<file path="src/rtl/mem_issue_arbiter.sv">
// mem_issue_arbiter
//   Shares the single memory address pipeline between NREQ memory-op requesters.
//   Each cycle one valid requester is chosen round-robin and its op is loaded into
//   a one-entry output slot. The slot drives the pipeline with a valid/ready
//   handshake. A synchronous flush drops the buffered op and blocks grants.
//
// Parameters
//   NREQ  number of requesters (2..8)
//   IDW   width of grant_id, 2**IDW >= NREQ
//
// Ports
//   clk, rst_n        clock, asynchronous active-low reset
//   req_valid/ready   per-requester handshake (ready is one-hot or zero)
//   req_opcode/base/offset/dest/data/store
//                     per-requester op fields, packed with requester 0 in the LSBs
//   flush             kill the slot contents, no grant this cycle
//   mem_opcode, base_val, offset, dest_reg, data, store
//                     slot contents presented to the memory pipeline
//   grant_id          index of the requester whose op is in the slot
//   out_valid/ready   slot handshake with the memory pipeline
module mem_issue_arbiter #(
  parameter int unsigned NREQ = 2,
  parameter int unsigned IDW  = 3
) (
  input  logic              clk,
  input  logic              rst_n,
  input  logic [NREQ-1:0]   req_valid,
  output logic [NREQ-1:0]   req_ready,
  input  logic [5*NREQ-1:0] req_opcode,
  input  logic [16*NREQ-1:0] req_base,
  input  logic [8*NREQ-1:0] req_offset,
  input  logic [5*NREQ-1:0] req_dest,
  input  logic [8*NREQ-1:0] req_data,
  input  logic [NREQ-1:0]   req_store,
  input  logic              flush,
  output logic [4:0]        mem_opcode,
  output logic [15:0]       base_val,
  output logic [7:0]        offset,
  output logic [4:0]        dest_reg,
  output logic [7:0]        data,
  output logic              store,
  output logic [IDW-1:0]    grant_id,
  output logic              out_valid,
  input  logic              out_ready
);

  // One extra bit so rr_ptr + k never overflows before the modulo fold.
  localparam int unsigned PW = IDW + 1;
  localparam logic [PW-1:0] NreqP = PW'(NREQ);
  localparam logic [IDW-1:0] LastId = IDW'(NREQ - 1);

  // Slot state.
  logic           out_valid_q, out_valid_d;
  logic [4:0]     opcode_q, opcode_d;
  logic [15:0]    base_q, base_d;
  logic [7:0]     offset_q, offset_d;
  logic [4:0]     dest_q, dest_d;
  logic [7:0]     data_q, data_d;
  logic           store_q, store_d;
  logic [IDW-1:0] grant_q, grant_d;
  logic [IDW-1:0] rr_ptr_q, rr_ptr_d;

  // Arbitration.
  logic           slot_free;
  logic           grant_fire;
  logic           any_valid;
  logic [IDW-1:0] win_id;
  logic [PW-1:0]  scan_idx;

  // Winner's fields.
  logic [4:0]     sel_opcode;
  logic [15:0]    sel_base;
  logic [7:0]     sel_offset;
  logic [4:0]     sel_dest;
  logic [7:0]     sel_data;
  logic           sel_store;

  assign slot_free  = !out_valid_q || out_ready;
  assign grant_fire = slot_free && !flush && any_valid;

  // Round-robin scan: visit rr_ptr, rr_ptr+1, ... (mod NREQ) and take the
  // first valid requester.
  always_comb begin
    any_valid = 1'b0;
    win_id    = '0;
    scan_idx  = '0;
    for (int k = 0; k < int'(NREQ); k++) begin
      scan_idx = {1'b0, rr_ptr_q} + PW'(k);
      if (scan_idx >= NreqP) begin
        scan_idx = scan_idx - NreqP;
      end
      for (int i = 0; i < int'(NREQ); i++) begin
        if (!any_valid && req_valid[i] && (scan_idx == PW'(i))) begin
          any_valid = 1'b1;
          win_id    = IDW'(i);
        end
      end
    end
  end

  // Field mux for the winning requester.
  always_comb begin
    sel_opcode = '0;
    sel_base   = '0;
    sel_offset = '0;
    sel_dest   = '0;
    sel_data   = '0;
    sel_store  = 1'b0;
    for (int i = 0; i < int'(NREQ); i++) begin
      if (win_id == IDW'(i)) begin
        sel_opcode = req_opcode[i*5 +: 5];
        sel_base   = req_base[i*16 +: 16];
        sel_offset = req_offset[i*8 +: 8];
        sel_dest   = req_dest[i*5 +: 5];
        sel_data   = req_data[i*8 +: 8];
        sel_store  = req_store[i];
      end
    end
  end

  // Accept strobe back to the winner only; grant_fire already implies a valid winner.
  always_comb begin
    req_ready = '0;
    for (int i = 0; i < int'(NREQ); i++) begin
      req_ready[i] = grant_fire && (win_id == IDW'(i));
    end
  end

  // Slot next-state.
  always_comb begin
    out_valid_d = out_valid_q;
    opcode_d    = opcode_q;
    base_d      = base_q;
    offset_d    = offset_q;
    dest_d      = dest_q;
    data_d      = data_q;
    store_d     = store_q;
    grant_d     = grant_q;
    rr_ptr_d    = rr_ptr_q;
    if (flush) begin
      // Drop the op; fields and pointer keep their values.
      out_valid_d = 1'b0;
    end else if (slot_free && any_valid) begin
      out_valid_d = 1'b1;
      opcode_d    = sel_opcode;
      base_d      = sel_base;
      offset_d    = sel_offset;
      dest_d      = sel_dest;
      data_d      = sel_data;
      store_d     = sel_store;
      grant_d     = win_id;
      rr_ptr_d    = (win_id == LastId) ? '0 : win_id + 1'b1;
    end else if (slot_free) begin
      out_valid_d = 1'b0;
    end
  end

  always_ff @(posedge clk or negedge rst_n) begin
    if (!rst_n) begin
      out_valid_q <= 1'b0;
      opcode_q    <= '0;
      base_q      <= '0;
      offset_q    <= '0;
      dest_q      <= '0;
      data_q      <= '0;
      store_q     <= 1'b0;
      grant_q     <= '0;
      rr_ptr_q    <= '0;
    end else begin
      out_valid_q <= out_valid_d;
      opcode_q    <= opcode_d;
      base_q      <= base_d;
      offset_q    <= offset_d;
      dest_q      <= dest_d;
      data_q      <= data_d;
      store_q     <= store_d;
      grant_q     <= grant_d;
      rr_ptr_q    <= rr_ptr_d;
    end
  end

  assign out_valid  = out_valid_q;
  assign mem_opcode = opcode_q;
  assign base_val   = base_q;
  assign offset     = offset_q;
  assign dest_reg   = dest_q;
  assign data       = data_q;
  assign store      = store_q;
  assign grant_id   = grant_q;

endmodule
</file>
<file path="config.mk">
export PLATFORM = sky130hd
export DESIGN_NAME = mem_issue_arbiter
export DESIGN_NICKNAME = d
export VERILOG_FILES = /design/src/rtl/mem_issue_arbiter.sv
export SDC_FILE = /design/constraint.sdc
export NUM_CORES = 1
export LEC_CHECK = 0
export CORE_MARGIN = 2
export CORE_UTILIZATION = 62
export DETAILED_ROUTE_END_ITERATION = 8
export DONT_BUFFER_PORTS = 1
export PLACE_DENSITY = 0.78
export SKIP_CTS_REPAIR_TIMING = 1
export SLEW_MARGIN = 30
export SYNTH_ARGS = -nofsm -noshare
export SYNTH_HDL_FRONTEND = slang
export SYNTH_SLANG_ARGS = --single-unit
</file>
<file path="constraint.sdc">
create_clock -name clk -period 2.4 [get_ports clk]
set_clock_uncertainty 0.05 [all_clocks]
set_input_delay 0.48 -clock clk [delete_from_list [all_inputs] [get_ports clk]]
set_output_delay 0.48 -clock clk [all_outputs]
set_load 0.01 [all_outputs]
</file>
=== Yosys cells after proc, flatten, opt, wreduce, memory -nomap -nowiden ===
Index checks and enable logic that the tools add are counted.

* $add $sub $neg: 4
* Magnitude comparators: 2
* Equality and inequality tests: 3
* Mux-type cells: 25
* Bitwise gates (word level): 1
* Reductions and logical operators: 23

{| class="wikitable"
|+ Operators with widths
! operator !! number
|-
| $mux 16 || 2
|-
| $mux 8 || 4
|-
| $mux 5 || 4
|-
| $logic_and 1x1->1 || 12
|-
| $mux 1 || 10
|-
| $mux 3 || 3
|-
| $eq 4x1->1 const B || 2
|-
| $logic_not 4->1 || 2
|-
| $mux 4 || 2
|-
| $logic_not 1->1 || 5
|-
| $add 3x1->4 const B || 1
|-
| $ge 4x2->1 const B || 1
|-
| $sub 3x2->4 const B || 1
|-
| $sub 4x2->4 const B || 1
|-
| $add 3x1->3 const B || 1
|-
| $eq 3x1->1 const B || 1
|-
| $ge 3x2->1 const B || 1
|-
| $logic_not 3->1 || 1
|-
| $reduce_bool 3->1 || 1
|-
| $reduce_and 2->1 || 1
|-
| $logic_or 1x1->1 || 1
|-
| $not 1->1 || 1
|}

* Register bits: 50
* Input bits: 92
* Output and inout bits: 49
* Logic and storage cells: 67

=== Longest topological paths before layout ===
Gate-level depths: netlist of run 1.

* Depth in word-level cells: 20
* Gate-level depth with buffers: 5
* Depth with buffers taken out: 3

=== Worst setup path before layout of run 1 ===
OpenSTA, ideal clock, no wires.

* Path type: reg2out
* Start point: reg out_valid_q, in the netlist out_valid
* End point: out req_ready[1]
* Arrival time: 1.392 ns
* Required time: 1.870 ns
* Slack: 0.478 ns
* Cell stages (with the launch flop): 5
* Path buffers: 2
* Cells stage by stage: dfrtp_1 nor2b_1 buf_2 a2111oi_4 buf_6

* Cells in the longest elaborated chain, start to end: 5

{| class="wikitable"
|+ Ends and longest elaborated chain
! what !! line !! text
|-
| start: declaration || 53 || <nowiki>logic out_valid_q, out_valid_d;</nowiki>
|-
| start signal: assignment || 170 || <nowiki>out_valid_q <= out_valid_d;</nowiki>
|-
| $logic_not 1->1 || 78 || <nowiki>assign slot_free = !out_valid_q || out_ready;</nowiki>
|-
| $logic_or 1x1->1 || 78 ||
|-
| $logic_and 1x1->1 (2 in a row) || 79 || <nowiki>assign grant_fire = slot_free && !flush && any_valid;</nowiki>
|-
| $logic_and 1x1->1 || 125 || <nowiki>req_ready[i] = grant_fire && (win_id == IDW'(i));</nowiki>
|-
| end: declaration || 28 || <nowiki>output logic [NREQ-1:0] req_ready,</nowiki>
|}

No other way between the ends.

=== Final worst setup path of run 1 ===
Ends and elaborated chain as after synthesis.

==> results of run 1 <==
through the flow:
step | hold WS, ps | utilization (%)
after floorplan | 134 | -
after global placement | 135 | 65.4
after detailed placement | 135 | 65.4
after CTS | -262 | 67.2
after global routing | 99.0 | 68.3
final | 132 | 68.3
where the power goes:
group	leakage, nW	internal (mW)	total [mW]	switching [mW]
sequential	0.566	0.913	1.09	0.173
combinational	0.333	0.197	0.347	0.150
clock	0.0353	0.142	0.377	0.234
path summary, 6_finish.rpt:
check,start,endpoint,slack (ps),cells past startpoint
max reg2reg,out_valid,dest_reg[2],420,4
max in group asynchronous,rst_n,data[4],1520,2
min reg2reg,grant_id[0],grant_id[0],570,2
min,flush,out_valid,130,1
max,out_valid,req_ready[1],300,2
min in group asynchronous,rst_n,base_val[0],570,2
cell families after synthesis:
kind of cell | count (synthesis)
AO/OA/AOI/OAI | 90
buffers and inverters | 28
flip-flops | 46
other | 1
AND/OR/NAND/NOR | 5
layout by cell type, fill, tap and decap left out:
cell	count
buf_16	1
nor2_1	1
inv_2	1
clkbuf_8	1
nor2b_4	1
buf_12	1
dlygate4sd3_1	1
a221o_1	43
clkbuf_4	5
clkinv_2	1
nor3_1	1
conb_1	2
a21oi_1	2
dfrtp_1	46
nor2_4	1
or3_1	1
buf_4	5
a2111oi_4	2
clkbuf_1	1
inv_1	3
o31a_1	43
metal layers:
metal  wire length, um  global-route usage [%]  vias up
met2              2840                    46.8      109
met5                 0                       0        -
met3               479                    8.21        8
li1                  -                       -      694
met4                63                    10.9        0
met1              2080                    33.4      814
cell usage after synthesis (2+ instances only):
library cell	n	area, um^2
dfrtp_1	46	1150
buf_2	3	15.0
buf_6	4	45.0
a21oi_1	2	10.0
nor2_1	2	7.51
clkbuf_1	15	56.3
a2111oi_4	2	55.1
o31a_1	43	377
a221o_1	43	430
inv_1	3	11.3
buf_4	2	15.0
layout make-up:
cell class              count  share of cell area (%)
flip-flops and latches     46                    50.1
repair buffers              8                    4.14
well taps                  46                    2.50
clock buffers               7                    2.40
multi-input cells          97                    40.0
clock inverters             1                   0.218
inverters                   4                   0.653
==> results.rst, run 1 <==
.. list-table::
   :header-rows: 1

   * - Metric
     - Value
   * - Post-synthesis instance total
     - 170
   * - Start-to-end type of the worst setup path
     - flip-flop to output port
   * - Crit path cell chain
     - nor2b_4, a2111oi_4
   * - Remaining antenna violation count after routing
     - 0
   * - Dominant combinational cell family by area after synthesis
     - compound AO/OA/AOI/OAI gates
   * - Count of endpoints failing hold in the final timing report
     - 0
   * - Outcome
     - completed
   * - Dpl cells
     - 199
   * - Routability Congestion
     - 0.664
   * - Clock Root Buffer
     - clkbuf_4
   * - Core area
     - 3360 um^2
   * - Worst slack at placement
     - 440 ps
   * - Cell variety after synth
     - 16
   * - Die Width
     - 63.5 um
   * - Cell with the largest stage delay on the worst path
     - a2111oi_4
   * - Adder and majority cell fraction of the synthesized area
     - 0%
   * - Clock Sink Count
     - 46
   * - Sequential cell area in the final layout
     - 1150 um^2
   * - Layout Area Growth over Synthesis
     - 4.55%
   * - Critical path fanouts, max
     - 25
   * - Final sum of negative setup slack
     - 0 ps
   * - Post-Route WL
     - 5.45 mm
   * - Critical path startpoint category
     - flip-flop
   * - Highest ir drop seen on vdd
     - 0.000411 V
   * - Fin cells
     - 209
   * - Synthesized-area fraction occupied by ao, oa, aoi and oai cells
     - 39.7%
   * - Max Fclk
     - 0.476 GHz
   * - Slew at the pin with the worst max-slew slack
     - 658 ps
   * - Total GRT Usage
     - 27.8%
   * - Standby leakage power
     - 0.934 nW
   * - DR WL/cell
     - 26.1 um
   * - Setup repair after global routing missed its margin
     - no
   * - Count of TritonRoute iterations in the first routing pass
     - 4
   * - Slew HR
     - 56.1%
   * - Ratio of routed vias to standard cells
     - 7.78
   * - Number of port buffers
     - 0
   * - Total via count in the routed design
     - 1625
   * - Most used flip-flop cell after synthesis
     - dfrtp_1
   * - Die outline area
     - 4040 um^2
   * - Final cycle utilization of the critical path
     - 87.5%
   * - Antenna violations before repair
     - 0
   * - Global-route wire length before repair
     - 8.74 mm
   * - Multiplexer share of the synthesized area
     - 0%
   * - Parity-gate share of the synthesized area counting xor and xnor cells
     - 0%
   * - Flip-flop count of the largest register, all copies and words added
     - 16
   * - WP data required
     - 1870 ps
   * - Maximum count of clock buffers along a single path
     - 2
   * - DR DRC count
     - 0
   * - Violation count after the first detailed-route iteration
     - 216
   * - Cts bufs inserted
     - 5
   * - Async SR Flop Fraction
     - 100%
   * - Sequential share of the synthesized area
     - 52.4%
   * - Pins Over Slew Limit
     - 0
   * - Delay of the slowest cell on the worst path
     - 530 ps
   * - Top Ports
     - 141
   * - Number of diodes added for antenna fixing
     - 0
   * - Post-synth EDFFs
     - 0
   * - Critical path buffers and inverters
     - 0
   * - Via count of the first global-routing pass
     - 1730
   * - Final net count
     - 254
   * - Crit-path leading delay family
     - compound AO/OA/AOI/OAI gates
   * - Cell area after synthesis
     - 2200 um^2
   * - Critical path data arrival time
     - 1570 ps
   * - Number of inserted filler cells in the final layout
     - 258
   * - Final setup violation count
     - 0
   * - Standard-cell row count
     - 21
   * - Time the worst path needs with I/O delays and setup
     - 2100 ps
   * - Number of H-tree levels
     - 2
   * - Post-route cell area
     - 2300 um^2
   * - Number of synthesized register bits
     - 46
   * - Pwr per Cell Area
     - 787 nW/um^2
   * - Hold/Removal Path Class
     - primary input to flip-flop
   * - Congestion Overflow GR
     - 0
   * - Critical Path End Type
     - output port
   * - Overall die height
     - 63.5 um
   * - Clock input transition at the sequential cells of the worst setup and hold paths
     - 120 ps
   * - TritonCTS clock tree
     - built
   * - Hpwl dp
     - 3.65 mm
   * - Synthesized area divided by synthesized cell count
     - 12.9 um^2
   * - Synth warn
     - 0
   * - Basic-gate share of the synthesized area counting and, or, nand and nor cells
     - 1.14%
   * - Initial core utilization
     - 65.4%
   * - Share of final-layout standard cells stronger than drive strength 1
     - 11.7%
   * - Pin count of the biggest net entering global routing
     - 48
   * - Area of the multi-input gates
     - 920 um^2
   * - Total chip power
     - 1.81 mW
   * - Clock insertion delay at the later pin of the skew report
     - 350 ps
   * - Area after DPL
     - 2200 um^2
   * - Final worst-path setup slack
     - 300 ps
   * - Max-cap violation count
     - 0
No activity file was read; power rests on OpenSTA's default activity.
==> run 2: changes to the inputs <==
--- a/config.mk
+++ b/config.mk
@@ -5,7 +5,6 @@
 export SDC_FILE = /design/constraint.sdc
 export NUM_CORES = 1
 export LEC_CHECK = 0
-export CORE_MARGIN = 2
 export CORE_UTILIZATION = 62
 export DETAILED_ROUTE_END_ITERATION = 8
 export DONT_BUFFER_PORTS = 1
==> results.rst, run 2 (synthesis results as in run 1) <==
.. list-table::
   :header-rows: 1

   * - Metric
     - Value
   * - Violation count after the first detailed-route iteration
     - 136
   * - Hold/Removal Path Class
     - primary input to flip-flop
   * - End point of the worst hold path
     - out_valid
   * - Overall die height
     - 61.5 um
   * - Flop2flop setup slack
     - 510 ps
   * - Core area
     - 3360 um^2
   * - Pin count of the biggest net entering global routing
     - 48
   * - Standby leakage power
     - 0.931 nW
   * - Hpwl dp
     - 3.51 mm
   * - Critical path startpoint category
     - flip-flop
   * - Crit path cell chain
     - nor2b_4, a2111oi_4
   * - Slew HR
     - 51.6%
   * - Initial core utilization
     - 65.4%
   * - Via count of the first global-routing pass
     - 1458
   * - Outcome
     - completed
   * - Critical path data arrival time
     - 1570 ps
   * - Pwr per Cell Area
     - 767 nW/um^2
   * - Total via count in the routed design
     - 1603
   * - Slew at the pin with the worst max-slew slack
     - 727 ps
   * - Hold Path Depth
     - 1
   * - Cell with the largest stage delay on the worst path
     - a2111oi_4
   * - Count of TritonRoute iterations in the first routing pass
     - 4
   * - Clock Root Buffer
     - clkbuf_4
   * - Die outline area
     - 3790 um^2
   * - End of the worst register-to-register path
     - mem_opcode[2]
   * - Total GRT Usage
     - 25.7%
   * - WP data required
     - 1870 ps
   * - Number of port buffers
     - 0
   * - Delay of the slowest cell on the worst path
     - 650 ps
   * - Post-Route WL
     - 5.02 mm
   * - Setup repair after global routing missed its margin
     - no
   * - Die Width
     - 61.5 um
   * - Number of inserted filler cells in the final layout
     - 263
   * - Standard-cell row count
     - 21
   * - Number of diodes added for antenna fixing
     - 0
   * - DR WL/cell
     - 23.9 um
   * - Routability Congestion
     - 0.704
   * - Congestion Overflow GR
     - 0
   * - Final setup violation count
     - 0
   * - Remaining antenna violation count after routing
     - 0
   * - Count of endpoints failing hold in the final timing report
     - 0
   * - Global-route wire length before repair
     - 6.93 mm
   * - Highest ir drop seen on vdd
     - 0.000411 V
   * - Final cycle utilization of the critical path
     - 87.7%
   * - TritonCTS clock tree
     - built
   * - Max-cap violation count
     - 0
   * - Layout Area Growth over Synthesis
     - 3.98%
   * - DR DRC count
     - 0
   * - Final sum of negative setup slack
     - 0 ps
   * - Final net count
     - 256
   * - Cts bufs inserted
     - 5
   * - Clock insertion delay at the later pin of the skew report
     - 340 ps
   * - Start-to-end type of the worst setup path
     - flip-flop to output port
   * - Flip-flop count of the largest register, all copies and words added
     - 16
   * - Smallest hold slack
     - 141 ps
   * - Number of H-tree levels
     - 2
   * - Clock input transition at the sequential cells of the worst setup and hold paths
     - 110 ps
   * - Most used cells in the layout excluding fill and tap cells
     - dfrtp_1, o31a_1, a221o_1
   * - Antenna violations before repair
     - 0
   * - Pins Over Slew Limit
     - 0
   * - Top Ports
     - 141
   * - Launching point of the worst reg2reg path
     - out_valid
   * - Critical path fanouts, max
     - 9
   * - Maximum count of clock buffers along a single path
     - 2
   * - Critical Path End Type
     - output port
   * - Commonest non-fill, non-tap cell in the layout
     - dfrtp_1
   * - Startpoint of the most critical hold path
     - flush
   * - Time the worst path needs with I/O delays and setup
     - 2100 ps
   * - Max Fclk
     - 0.475 GHz
   * - Clock Sink Count
     - 46
   * - Cells on worst reg2reg path
     - 4
   * - Share of final-layout standard cells stronger than drive strength 1
     - 11.6%
   * - Ratio of routed vias to standard cells
     - 7.63
[run 2: cell types whose count changed in the layout (fill, tap and decap cells not counted), sizes merged]
cell / previous run / this run
buf: 7 / 9
clkinv: 1 / 0
[run 2: per-stage QoR]
step | power [mW] | setup slack [ps] | std cells | area [um^2] | util, %
after global placement | 1.40 | 617 | 201 | 2200 | 65.5
final | 1.75 | 296 | 210 | 2290 | 68.0
after floorplan | 1.36 | 478 | 171 | 2200 | -
after detailed placement | 1.43 | 561 | 201 | 2200 | 65.5
after global routing | 1.85 | 188 | 210 | 2290 | 68.0
after CTS | 1.74 | 286 | 208 | 2250 | 66.9
[run 2: metal layers]
layer	track usage [%]	vias to the layer above	wire (um)
met5	0	-	0
met4	7.94	0	88
met3	10.7	10	522
met2	42.2	101	2470
met1	31.0	791	1940
li1	-	701	-
[run 2: how the worst max path moves through the flow]
stage | from | slack, ps | end | depth (start not counted)
floorplan | out_valid | 480 | req_ready[1] | 4
global placement | out_valid | 620 | offset[3] | 4
detailed placement | out_valid | 560 | offset[5] | 4
CTS | out_valid | 290 | req_ready[0] | 2
global route | out_valid | 190 | req_ready[0] | 2
finish | out_valid | 300 | req_ready[0] | 2
[run 2: worst max-delay path: cells and delay by family (launching register included)]
kind             cells  cell delay (ps)
AND/OR/NAND/NOR      1              160
AO/OA/AOI/OAI        1              650
flip-flops           1              430
[run 2: area by class of cell]
cell class	instances	area [um^2]	area share (%)
clock buffers	7	45.0	1.97
inverters	4	15.0	0.657
multi-input cells	97	920	40.2
well taps	46	57.6	2.52
flip-flops and latches	46	1150	50.4
repair buffers	10	97.6	4.27
[run 2: power breakdown]
group | total, mW | internal (mW) | switching (mW)
Sequential | 1.09 | 0.914 | 0.172
Clock | 0.324 | 0.111 | 0.214
Combinational | 0.344 | 0.197 | 0.146
